**config.mk**
```make
export PLATFORM = sky130hd
export DESIGN_NAME = instr_encoder_flat
export DESIGN_NICKNAME = d
export VERILOG_FILES = /design/src/rtl/instr_encoder_if.sv /design/src/rtl/instr_encoder.sv /design/src/flat_wrapper.sv
export SDC_FILE = /design/constraint.sdc
export NUM_CORES = 1
export LEC_CHECK = 0
export CORE_ASPECT_RATIO = 1.25
export CORE_MARGIN = 3
export CORE_UTILIZATION = 51
export CTS_BUF_LIST = sky130_fd_sc_hd__clkbuf_2 sky130_fd_sc_hd__clkbuf_4 sky130_fd_sc_hd__clkbuf_8
export DETAILED_ROUTE_END_ITERATION = 10
export PLACE_DENSITY = 0.82
export RECOVER_POWER = 25
export SYNTH_ARGS = -nofsm -noshare
export SYNTH_HDL_FRONTEND = slang
export SYNTH_SLANG_ARGS = --single-unit
```
**constraint.sdc**
```tcl
create_clock -name clk -period 1.9 [get_ports clk]
set_input_delay 0.285 -clock clk [delete_from_list [all_inputs] [get_ports clk]]
set_output_delay 0.285 -clock clk [all_outputs]
set_load 0.02 [all_outputs]
```
**src/rtl/instr_encoder_if.sv**
```systemverilog
// Request and instruction-memory write bundle for instr_encoder.
//   req_*    : valid/ready request carrying one RV32I instruction description
//              (kind, ALU op, register numbers, signed byte immediate).
//   wr_*     : imem write port; wr_en/wr_addr/wr_data are held until wr_ready.
// master = request producer / imem side, slave = the encoder.
interface instr_encoder_if #(
  parameter int ADDR_W = 8
) ();
  logic              req_valid;
  logic              req_ready;
  logic [2:0]        req_kind;
  logic [2:0]        req_alu;
  logic [4:0]        req_rd;
  logic [4:0]        req_rs1;
  logic [4:0]        req_rs2;
  logic [31:0]       req_imm;
  logic              wr_en;
  logic              wr_ready;
  logic [ADDR_W-1:0] wr_addr;
  logic [31:0]       wr_data;

  modport master (
    output req_valid, req_kind, req_alu, req_rd, req_rs1, req_rs2, req_imm, wr_ready,
    input  req_ready, wr_en, wr_addr, wr_data
  );

  modport slave (
    input  req_valid, req_kind, req_alu, req_rd, req_rs1, req_rs2, req_imm, wr_ready,
    output req_ready, wr_en, wr_addr, wr_data
  );
endinterface

```
**src/rtl/instr_encoder.sv**
```systemverilog
// RV32I instruction encoder / imem loader.
// Accepts instruction requests (R/I-ALU, lw, sw, beq, jal), encodes and checks
// them in one registered stage, queues legal words in a DEPTH-entry FIFO and
// writes them to consecutive imem word addresses starting at BASE.
// Ports:
//   clk, reset_n : clock, asynchronous active-low reset
//   flush        : synchronous clear back to the post-reset state
//   bus          : request port and imem write port (instr_encoder_if.slave)
//   count        : words written since reset/flush, saturating at 2^ADDR_W
//   err/err_code : sticky error flag and first error (01 alu, 10 imm, 11 kind)
module instr_encoder #(
  parameter int                DEPTH  = 4,
  parameter int                ADDR_W = 8,
  parameter logic [ADDR_W-1:0] BASE   = '0
) (
  input  logic                 clk,
  input  logic                 reset_n,
  input  logic                 flush,
  instr_encoder_if.slave       bus,
  output logic [ADDR_W:0]      count,
  output logic                 err,
  output logic [1:0]           err_code
);

  localparam int PTR_W = $clog2(DEPTH);
  localparam int OCC_W = PTR_W + 1;
  localparam logic [ADDR_W:0] COUNT_SAT = {1'b1, {ADDR_W{1'b0}}};

  typedef enum logic [2:0] {
    K_R = 3'd0, K_I = 3'd1, K_LW = 3'd2, K_SW = 3'd3, K_BEQ = 3'd4, K_JAL = 3'd5
  } kind_e;

  localparam logic [6:0] OP_R   = 7'b0110011;
  localparam logic [6:0] OP_I   = 7'b0010011;
  localparam logic [6:0] OP_LW  = 7'b0000011;
  localparam logic [6:0] OP_SW  = 7'b0100011;
  localparam logic [6:0] OP_BEQ = 7'b1100011;
  localparam logic [6:0] OP_JAL = 7'b1101111;

  localparam logic [1:0] E_NONE = 2'b00;
  localparam logic [1:0] E_ALU  = 2'b01;
  localparam logic [1:0] E_IMM  = 2'b10;
  localparam logic [1:0] E_KIND = 2'b11;

  // Encode/check stage
  logic             stage_valid_q, stage_valid_d;
  logic [31:0]      stage_word_q,  stage_word_d;
  logic [1:0]       stage_err_q,   stage_err_d;
  // FIFO bookkeeping
  logic [31:0]      mem_q [DEPTH];
  logic [PTR_W-1:0] wr_ptr_q, wr_ptr_d;
  logic [PTR_W-1:0] rd_ptr_q, rd_ptr_d;
  logic [OCC_W-1:0] occ_q,    occ_d;
  // Write-side state
  logic [ADDR_W-1:0] addr_q,  addr_d;
  logic [ADDR_W:0]   count_q, count_d;
  logic              err_q,   err_d;
  logic [1:0]        err_code_q, err_code_d;

  logic [31:0] enc_word;
  logic [1:0]  enc_err;
  logic [2:0]  f3_alu;
  logic        alu_ok, is_sub, imm12_ok, b_ok, j_ok;
  logic [31:0] imm;
  logic        accept, push, pop;
  logic [OCC_W-1:0] occ_plus_stage;

  assign imm    = bus.req_imm;
  assign is_sub = (bus.req_alu == 3'b001);

  // Combinational encode of the request currently presented.
  // NOTE: every always_comb output gets a default first so no latch is inferred.
  always_comb begin
    f3_alu   = 3'b000;
    alu_ok   = 1'b0;
    enc_word = '0;
    enc_err  = E_NONE;
    case (bus.req_alu)
      3'b000:  begin f3_alu = 3'b000; alu_ok = 1'b1; end  // add
      3'b001:  begin f3_alu = 3'b000; alu_ok = 1'b1; end  // sub
      3'b010:  begin f3_alu = 3'b111; alu_ok = 1'b1; end  // and
      3'b011:  begin f3_alu = 3'b110; alu_ok = 1'b1; end  // or
      3'b101:  begin f3_alu = 3'b010; alu_ok = 1'b1; end  // slt
      default: begin f3_alu = 3'b000; alu_ok = 1'b0; end
    endcase
    imm12_ok = ($signed(imm) >= -32'sd2048) && ($signed(imm) <= 32'sd2047);
    b_ok     = ($signed(imm) >= -32'sd4096) && ($signed(imm) <= 32'sd4094) && !imm[0];
    j_ok     = ($signed(imm) >= -32'sd1048576) && ($signed(imm) <= 32'sd1048574) && !imm[0];

    // Checks inside each arm are ordered alu before imm so the priority falls out.
    case (bus.req_kind)
      K_R: begin
        enc_word = {(is_sub ? 7'b0100000 : 7'b0000000), bus.req_rs2, bus.req_rs1,
                    f3_alu, bus.req_rd, OP_R};
        if (!alu_ok) enc_err = E_ALU;
      end
      K_I: begin
        enc_word = {imm[11:0], bus.req_rs1, f3_alu, bus.req_rd, OP_I};
        if (!alu_ok || is_sub) enc_err = E_ALU;
        else if (!imm12_ok)    enc_err = E_IMM;
      end
      K_LW: begin
        enc_word = {imm[11:0], bus.req_rs1, 3'b010, bus.req_rd, OP_LW};
        if (!imm12_ok) enc_err = E_IMM;
      end
      K_SW: begin
        enc_word = {imm[11:5], bus.req_rs2, bus.req_rs1, 3'b010, imm[4:0], OP_SW};
        if (!imm12_ok) enc_err = E_IMM;
      end
      K_BEQ: begin
        enc_word = {imm[12], imm[10:5], bus.req_rs2, bus.req_rs1, 3'b000,
                    imm[4:1], imm[11], OP_BEQ};
        if (!b_ok) enc_err = E_IMM;
      end
      K_JAL: begin
        enc_word = {imm[20], imm[10:1], imm[11], imm[19:12], bus.req_rd, OP_JAL};
        if (!j_ok) enc_err = E_IMM;
      end
      default: enc_err = E_KIND;
    endcase
  end

  // Counting the stage word against capacity guarantees it always has a FIFO
  // slot when it drains, so the stage never has to stall.
  assign occ_plus_stage = occ_q + OCC_W'(stage_valid_q);
  assign bus.req_ready  = reset_n && !flush && (occ_plus_stage < OCC_W'(DEPTH));
  assign accept         = bus.req_valid && bus.req_ready;
  assign push           = stage_valid_q && (stage_err_q == E_NONE);
  assign pop            = bus.wr_en && bus.wr_ready;

  assign bus.wr_en   = (occ_q != '0);
  assign bus.wr_addr = addr_q;
  assign bus.wr_data = bus.wr_en ? mem_q[rd_ptr_q] : 32'h0;
  assign count       = count_q;
  assign err         = err_q;
  assign err_code    = err_code_q;

  always_comb begin
    stage_valid_d = stage_valid_q;
    stage_word_d  = stage_word_q;
    stage_err_d   = stage_err_q;
    wr_ptr_d      = wr_ptr_q;
    rd_ptr_d      = rd_ptr_q;
    occ_d         = occ_q;
    addr_d        = addr_q;
    count_d       = count_q;
    err_d         = err_q;
    err_code_d    = err_code_q;
    if (flush) begin
      stage_valid_d = 1'b0;
      stage_word_d  = '0;
      stage_err_d   = E_NONE;
      wr_ptr_d      = '0;
      rd_ptr_d      = '0;
      occ_d         = '0;
      addr_d        = BASE;
      count_d       = '0;
      err_d         = 1'b0;
      err_code_d    = E_NONE;
    end else begin
      stage_valid_d = accept;
      if (accept) begin
        stage_word_d = enc_word;
        stage_err_d  = enc_err;
      end
      // Illegal words die in the stage; only the first error code is kept.
      if (stage_valid_q && (stage_err_q != E_NONE) && !err_q) begin
        err_d      = 1'b1;
        err_code_d = stage_err_q;
      end
      if (push) wr_ptr_d = wr_ptr_q + 1'b1;
      if (pop) begin
        rd_ptr_d = rd_ptr_q + 1'b1;
        addr_d   = addr_q + 1'b1;
        if (count_q != COUNT_SAT) count_d = count_q + 1'b1;
      end
      case ({push, pop})
        2'b10:   occ_d = occ_q + 1'b1;
        2'b01:   occ_d = occ_q - 1'b1;
        default: occ_d = occ_q;
      endcase
    end
  end

  // NOTE: sequential state uses non-blocking assignments only.
  always_ff @(posedge clk or negedge reset_n) begin
    if (!reset_n) begin
      stage_valid_q <= 1'b0;
      stage_word_q  <= '0;
      stage_err_q   <= E_NONE;
      wr_ptr_q      <= '0;
      rd_ptr_q      <= '0;
      occ_q         <= '0;
      addr_q        <= BASE;
      count_q       <= '0;
      err_q         <= 1'b0;
      err_code_q    <= E_NONE;
    end else begin
      stage_valid_q <= stage_valid_d;
      stage_word_q  <= stage_word_d;
      stage_err_q   <= stage_err_d;
      wr_ptr_q      <= wr_ptr_d;
      rd_ptr_q      <= rd_ptr_d;
      occ_q         <= occ_d;
      addr_q        <= addr_d;
      count_q       <= count_d;
      err_q         <= err_d;
      err_code_q    <= err_code_d;
    end
  end

  // NOTE: FIFO storage has no reset; occupancy gates every read and wr_data.
  always_ff @(posedge clk) begin
    if (push && !flush) mem_q[wr_ptr_q] <= stage_word_q;
  end

endmodule

```
**src/flat_wrapper.sv**
```systemverilog
// flat-port wrapper written by rule: the top's interface ports become plain ports
module instr_encoder_flat 
#(
  parameter int                DEPTH  = 4,
  parameter int                ADDR_W = 8,
  parameter logic [ADDR_W-1:0] BASE   = '0
)
  (clk, reset_n, flush, count, err, err_code, bus_req_valid, bus_req_kind, bus_req_alu, bus_req_rd, bus_req_rs1, bus_req_rs2, bus_req_imm, bus_wr_ready, bus_req_ready, bus_wr_en, bus_wr_addr, bus_wr_data);
  instr_encoder_if #(.ADDR_W(ADDR_W)) bus_i ();
  input  logic clk;
  input  logic reset_n;
  input  logic flush;
  output logic [ADDR_W:0] count;
  output logic err;
  output logic [1:0] err_code;
  input wire logic [$bits(bus_i.req_valid)-1:0] bus_req_valid;
  input wire logic [$bits(bus_i.req_kind)-1:0] bus_req_kind;
  input wire logic [$bits(bus_i.req_alu)-1:0] bus_req_alu;
  input wire logic [$bits(bus_i.req_rd)-1:0] bus_req_rd;
  input wire logic [$bits(bus_i.req_rs1)-1:0] bus_req_rs1;
  input wire logic [$bits(bus_i.req_rs2)-1:0] bus_req_rs2;
  input wire logic [$bits(bus_i.req_imm)-1:0] bus_req_imm;
  input wire logic [$bits(bus_i.wr_ready)-1:0] bus_wr_ready;
  output wire logic [$bits(bus_i.req_ready)-1:0] bus_req_ready;
  output wire logic [$bits(bus_i.wr_en)-1:0] bus_wr_en;
  output wire logic [$bits(bus_i.wr_addr)-1:0] bus_wr_addr;
  output wire logic [$bits(bus_i.wr_data)-1:0] bus_wr_data;
  assign bus_i.req_valid = bus_req_valid;
  assign bus_i.req_kind = bus_req_kind;
  assign bus_i.req_alu = bus_req_alu;
  assign bus_i.req_rd = bus_req_rd;
  assign bus_i.req_rs1 = bus_req_rs1;
  assign bus_i.req_rs2 = bus_req_rs2;
  assign bus_i.req_imm = bus_req_imm;
  assign bus_i.wr_ready = bus_wr_ready;
  assign bus_req_ready = bus_i.req_ready;
  assign bus_wr_en = bus_i.wr_en;
  assign bus_wr_addr = bus_i.wr_addr;
  assign bus_wr_data = bus_i.wr_data;
  instr_encoder #(.DEPTH(DEPTH), .ADDR_W(ADDR_W), .BASE(BASE)) u_core (.clk(clk), .reset_n(reset_n), .flush(flush), .bus(bus_i), .count(count), .err(err), .err_code(err_code));
endmodule
```
Yosys cells after proc, flatten, opt, wreduce, memory -nomap -nowiden
Memories as Yosys holds them, arrays and structs flattened.
Cells that the tools add are included.
{ "classes": {"addsub": 7, "order_cmp": 7, "n_eq_ne": 12, "n_mux": 33, "n_reduce_logical": 32} }
{ "ops": {"columns": ["cell", "n"], "rows": [
  ["$pmux 32 s6", 1],
  ["$mux 32", 3],
  ["$ge 32x12->1 const B", 1],
  ["$ge 32x13->1 const B", 1],
  ["$ge 32x21->1 const B", 1],
  ["$le 32x12->1 const B", 1],
  ["$le 32x13->1 const B", 1],
  ["$le 32x21->1 const B", 1],
  ["$mux 9", 3],
  ["$mux 2", 12],
  ["$mux 8", 2],
  ["$logic_and 1x1->1", 13],
  ["$eq 3x2->1 const B", 4],
  ["$reduce_bool 2->1", 6],
  ["$pmux 2 s5", 1],
  ["$add 9x1->9 const B", 1],
  ["$eq 3x3->1 const B", 3],
  ["$ne 9x9->1 const B", 1],
  ["$pmux 3 s3", 1],
  ["$add 8x1->8 const B", 1],
  ["$mux 1", 7],
  ["$eq 3x1->1 const B", 2],
  ["$logic_not 3->1", 2],
  ["$mux 6", 1],
  ["16 further kinds", 21]
]} }
{ "totals": {"ff_bits": 62, "ramBits": 128, "in_bits": 58, "output_inout_bits": 54, "n_memories": 1} }
{ "memory_table": {"columns": ["memory", "depth", "word_bits", "rd", "rd_ports_with_merged_regs", "wr", "line_no", "source"], "rows": [
  ["u_core.mem_q", 4, 32, 1, 0, 1, "instr_encoder.sv:50", "logic [31:0] mem_q [DEPTH];"]
]} }

Logic depth before layout (Yosys ltp)
{ "depth": {"ltp_word": 9, "ltp_mapped": 7, "depth_no_buf": 7} }

Worst setup path after synthesis
Ideal clock, no wire load.
{ "synth_timing": {"kind": "flip-flop to flip-flop", "startpoint": "reg u_core.stage_err_q[0]", "endpoint": "mem u_core.mem_q[1][10], enable pin", "t_arrival_ps": 1618, "t_required_ps": 1510, "path_slack_ps": -108, "path_stages_with_launch": 4, "n_path_buf": 1, "cell_sequence": "dfrtp_1 -> nor3b_1 -> buf_2 -> and3_1"} }
{ "synth_via": {"elab_chain_cells": 5} }
{ "synth_rtl": {"columns": ["element", "line_no", "source"], "rows": [
  ["start, declared", "instr_encoder.sv:48", "logic [1:0] stage_err_q, stage_err_d;"],
  ["start signal, assigned", "instr_encoder.sv:201", "stage_err_q <= stage_err_d;"],
  ["$logic_not 2->1", "instr_encoder.sv:128", "assign push = stage_valid_q && (stage_err_q == E_NONE);"],
  ["$logic_and 1x1->1", "instr_encoder.sv:128", null],
  ["$logic_and 1x1->1", "instr_encoder.sv:214", "if (push && !flush) mem_q[wr_ptr_q] <= stage_word_q;"],
  ["$mux 1", "instr_encoder.sv:214", null],
  ["$mux 1 (not written as such)", "instr_encoder.sv:214", null],
  ["end, declared", "instr_encoder.sv:50", null]
]} }
Every way passes these cells.

Worst setup path after layout
{ "layout_timing": {"startpoint": "reg u_core.rd_ptr_q[0]", "endpoint": "out bus_wr_data[13]"} }
{ "layout_via": {"elab_chain_cells": 2} }
{ "layout_rtl": {"columns": ["element", "line_no", "source"], "rows": [
  ["start, declared", "instr_encoder.sv:52", "logic [PTR_W-1:0] rd_ptr_q, rd_ptr_d;"],
  ["start signal, assigned", "instr_encoder.sv:203", "rd_ptr_q <= rd_ptr_d;"],
  ["$mem_v2 4x32", null, null],
  ["$mux 32", "instr_encoder.sv:133", "assign bus.wr_data = bus.wr_en ? mem_q[rd_ptr_q] : 32'h0;"],
  ["end, declared", "flat_wrapper.sv:27", "output wire logic [$bits(bus_i.wr_data)-1:0] bus_wr_data;"]
]} }
Every way passes these cells.

==> flow_metrics.env <==
export IMPL_num_rows=50
export IMPL_worstHoldPathType="primary input to asynchronous set/reset pin"
export IMPL_finalCriticalPeriod_ns=2.238
export IMPL_drc=0
export IMPL_yosysSeqAreaShare_pct=63.74
export IMPL_synth_most_common_cell="edfxtp_1"
export IMPL_drive_gt1_share_pct=28.51
export IMPL_synth_nets=648
export IMPL_fin_skew_ns=0.01447
export IMPL_diodes=0
export IMPL_crit_arrival_ns=1.95
export IMPL_reg2reg_depth=8
export IMPL_grt_start_max_net_pins=59
export IMPL_grt_overflow=0
export IMPL_critPathRequiredTime_ns=1.62
export IMPL_path_class="flop to output port"
export IMPL_slew_headroom_pct=48.48
export IMPL_grt_pass1_wl_um=30520
export IMPL_die_area_um2=17250
export IMPL_htreeDepth=4
export IMPL_dpl_hpwl_um=12390
export IMPL_avgViaCountPerCell=5.857
export IMPL_synth_area_leaders="edfxtp_1 45%, dfrtp_1 19%, mux4_2 8.4%"
export IMPL_wirelength_um=19390
export IMPL_clockRootBuffer="clkbuf_8"
export IMPL_maxCapViolations=0
export IMPL_tightest_slew_ns=0.7728
export IMPL_synthFlopType="edfxtp_1"
export IMPL_nNetsFinal=800
export IMPL_tritoncts="built"
export IMPL_io_pins=112
export IMPL_die_x_um=118.1
export IMPL_place_ws_ns=-0.2271
export IMPL_setup_viol=39
export IMPL_clock_latency_ns=0.47
export IMPL_p_leak_nw=4.102
export IMPL_ys_ff_latch=180
export IMPL_design_core_area_um2=15200
export IMPL_grt_pass1_vias=5685
export IMPL_cts_path_max_buffers=2
export IMPL_drt_pre_antenna_iters=6
export IMPL_start_kind="flop"
export IMPL_critPathMaxFanout=6
export IMPL_pwr_density_cell_nw_per_um2=1178
export IMPL_finalPower_mw=12.58
export IMPL_grt_usage_pct=22.68
export IMPL_yosys_area_top_type_share_pct=44.99
export IMPL_via_count=5593
export IMPL_post_route_util_pct=70.26
export IMPL_start_util_pct=52.68
export IMPL_status="complete, but fails checks"
export IMPL_ant_nets=0
export IMPL_fmax_mhz=446.7
export IMPL_yosys_area_top_type="edfxtp_1"
export IMPL_port_buffer_count=111
export IMPL_grt_antenna_before_repair=0
export IMPL_yosysUniqueCellTypes=58
export IMPL_fin_crit_sh_pct=117.8
export IMPL_dieHeight_um=146.1
export IMPL_cts_sink_count=180
export IMPL_worst_slack_ns=-0.3385
export IMPL_syn_avg_cell_area_um2=13.76
export IMPL_wire_per_inst_um=20.30
export IMPL_slew_violations=0
export IMPL_hold_viol=0
export IMPL_clk_pin_slew_ns=0.10
export IMPL_violations="setup timing"
export IMPL_synth_enable_flop_cells=120
export IMPL_rsz0062_at_grt="yes"
export IMPL_drt_iter0_markers=456
export IMPL_syn_area_um2=8009
export IMPL_peakVddDrop_mv=0.6336
export IMPL_synthArstFlopShare_pct=33.33
export IMPL_ys_warn_count=0
export IMPL_synth_common_cells="120 x edfxtp_1, 60 x dfrtp_1, 45 x nand2_1"
export IMPL_end_kind="output port"
export IMPL_synthToLayoutAreaGrowth_pct=33.37
export IMPL_cts_buffers=17
export IMPL_postSynthCellCount=582
export IMPL_routabilityCongestion=0.8213
per-stage QoR:
| stage | hold WS (ns) | cells | area (um2) | setup TNS (ns) |
|---|---|---|---|---|
| after global placement | 0.1106 | 905 | 9674 | -5.379 |
| after global routing | 0.2153 | 955 | 10680 | -12.90 |
| after detailed placement | 0.1084 | 905 | 9674 | -6.635 |
| after floorplan | -0.01059 | 582 | 8021 | 0 |
| final | 0.2038 | 955 | 10680 | -10.20 |
| after CTS | 0.1216 | 949 | 10200 | -11.60 |
flip-flops by register name (all words and copies together) (netlist names):
signal	cells
u_core.occ_q	3
u_core.wr_ptr_q	2
u_core.stage_err_q	2
u_core.count	9
u_core.mem_q	120
u_core.stage_word_q	30
u_core.rd_ptr_q	2
u_core.err	1
u_core.stage_valid_q	1
u_core.err_code	2
u_core.bus.wr_addr	8
worst max-delay path, stage by stage, from the launching register on:
cell and delay (ns):
dfrtp_2 0.51, buf_12 0.18, mux4_2 0.52, nor2b_4 0.15
buf_6 0.13
metal layers:
metal / GRT usage [%] / share of wire (%)
met1: 29.33 / 40
met2: 38.57 / 52
met3: 4.688 / 6.2
met4: 7.449 / 2.3
met5: 0 / 0
power breakdown:
part | internal [mW] | switching (mW) | total, mW
Combinational | 2.84 | 2.41 | 5.25
Sequential | 4.36 | 0.218 | 4.57
Clock | 1.34 | 1.42 | 2.75
Total | 8.54 | 4.04 | 12.6
area by class of cell:
cell class | count | area, um2
tap | 208 | 260.3
fill | 946 | 4521
inverter | 19 | 73.82
clock inverter | 15 | 196.4
clock buffer | 17 | 234.0
multi-input combinational | 346 | 2965
timing repair buffer | 170 | 1844
sequential | 180 | 5107
logic make-up after synthesis:
group           Yosys count  share of synthesized area [%]
flops                   180                          63.74
fa+ha+maj                 8                          1.344
xor+xnor                 18                          1.968
simple gates            180                          11.70
buf+inv                  56                          3.093
mux                      43                          10.23
compound gates           97                          7.921
layout by cell type, fill, tap and decap left out, types with 5 or more instances in the layout:
master             n
a21oi_1           14
a22o_1             6
a22oi_1            5
a2bb2oi_1          5
a31oi_1            5
buf_12            14
buf_4             30
buf_6             40
clkbuf_8          17
clkdlybuf4s50_1   71
dfrtp_1           58
edfxtp_1         120
ha_1               7
inv_1             16
mux2i_1           11
mux4_2            30
nand2_1           45
nand3_1           13
nand4_1           11
nor2_1            25
nor2b_1           14
nor2b_4           23
nor3_1             9
nor4_1             5
o21ai_0           22
o21ai_1            6
o22ai_1           14
xnor2_1            6
xor2_1             9
worst paths after layout:
| kind | end | slack (ns) | start |
|---|---|---|---|
| worst max-delay path | bus_wr_data[13] | -0.34 | u_core.rd_ptr_q[0]$_DFFE_PN0P_ |
| worst min-delay path | u_core.err_code[0]$_DFFE_PN0P_ | 0.20 | reset_n |
| worst max register to register | u_core.occ_q[2]$_DFFE_PN0P_ | -0.09 | u_core.occ_q[0]$_DFFE_PN0P_ |
| worst min register to register | u_core.mem_q[0][20]$_DFFE_PP_ | 0.54 | u_core.stage_word_q[20]$_DFFE_PN0P_ |
| max in group asynchronous | u_core.rd_ptr_q[0]$_DFFE_PN0P_ | 0.56 | reset_n |
| min in group clk | u_core.stage_word_q[28]$_DFFE_PN0P_ | 0.42 | bus_req_imm[8] |
timing repair:
action | CTS | global route
gates cloned | 4 | 0
hold endpoints to repair | 2 | 0
setup buffers | 7 | 8
hold buffers | 1 | 0
resized for setup | 162 | 124
pin swaps | 4 | 11
endpoints found under the setup margin | 36 | 85
Note: power is estimated with default switching activity, not from simulation.
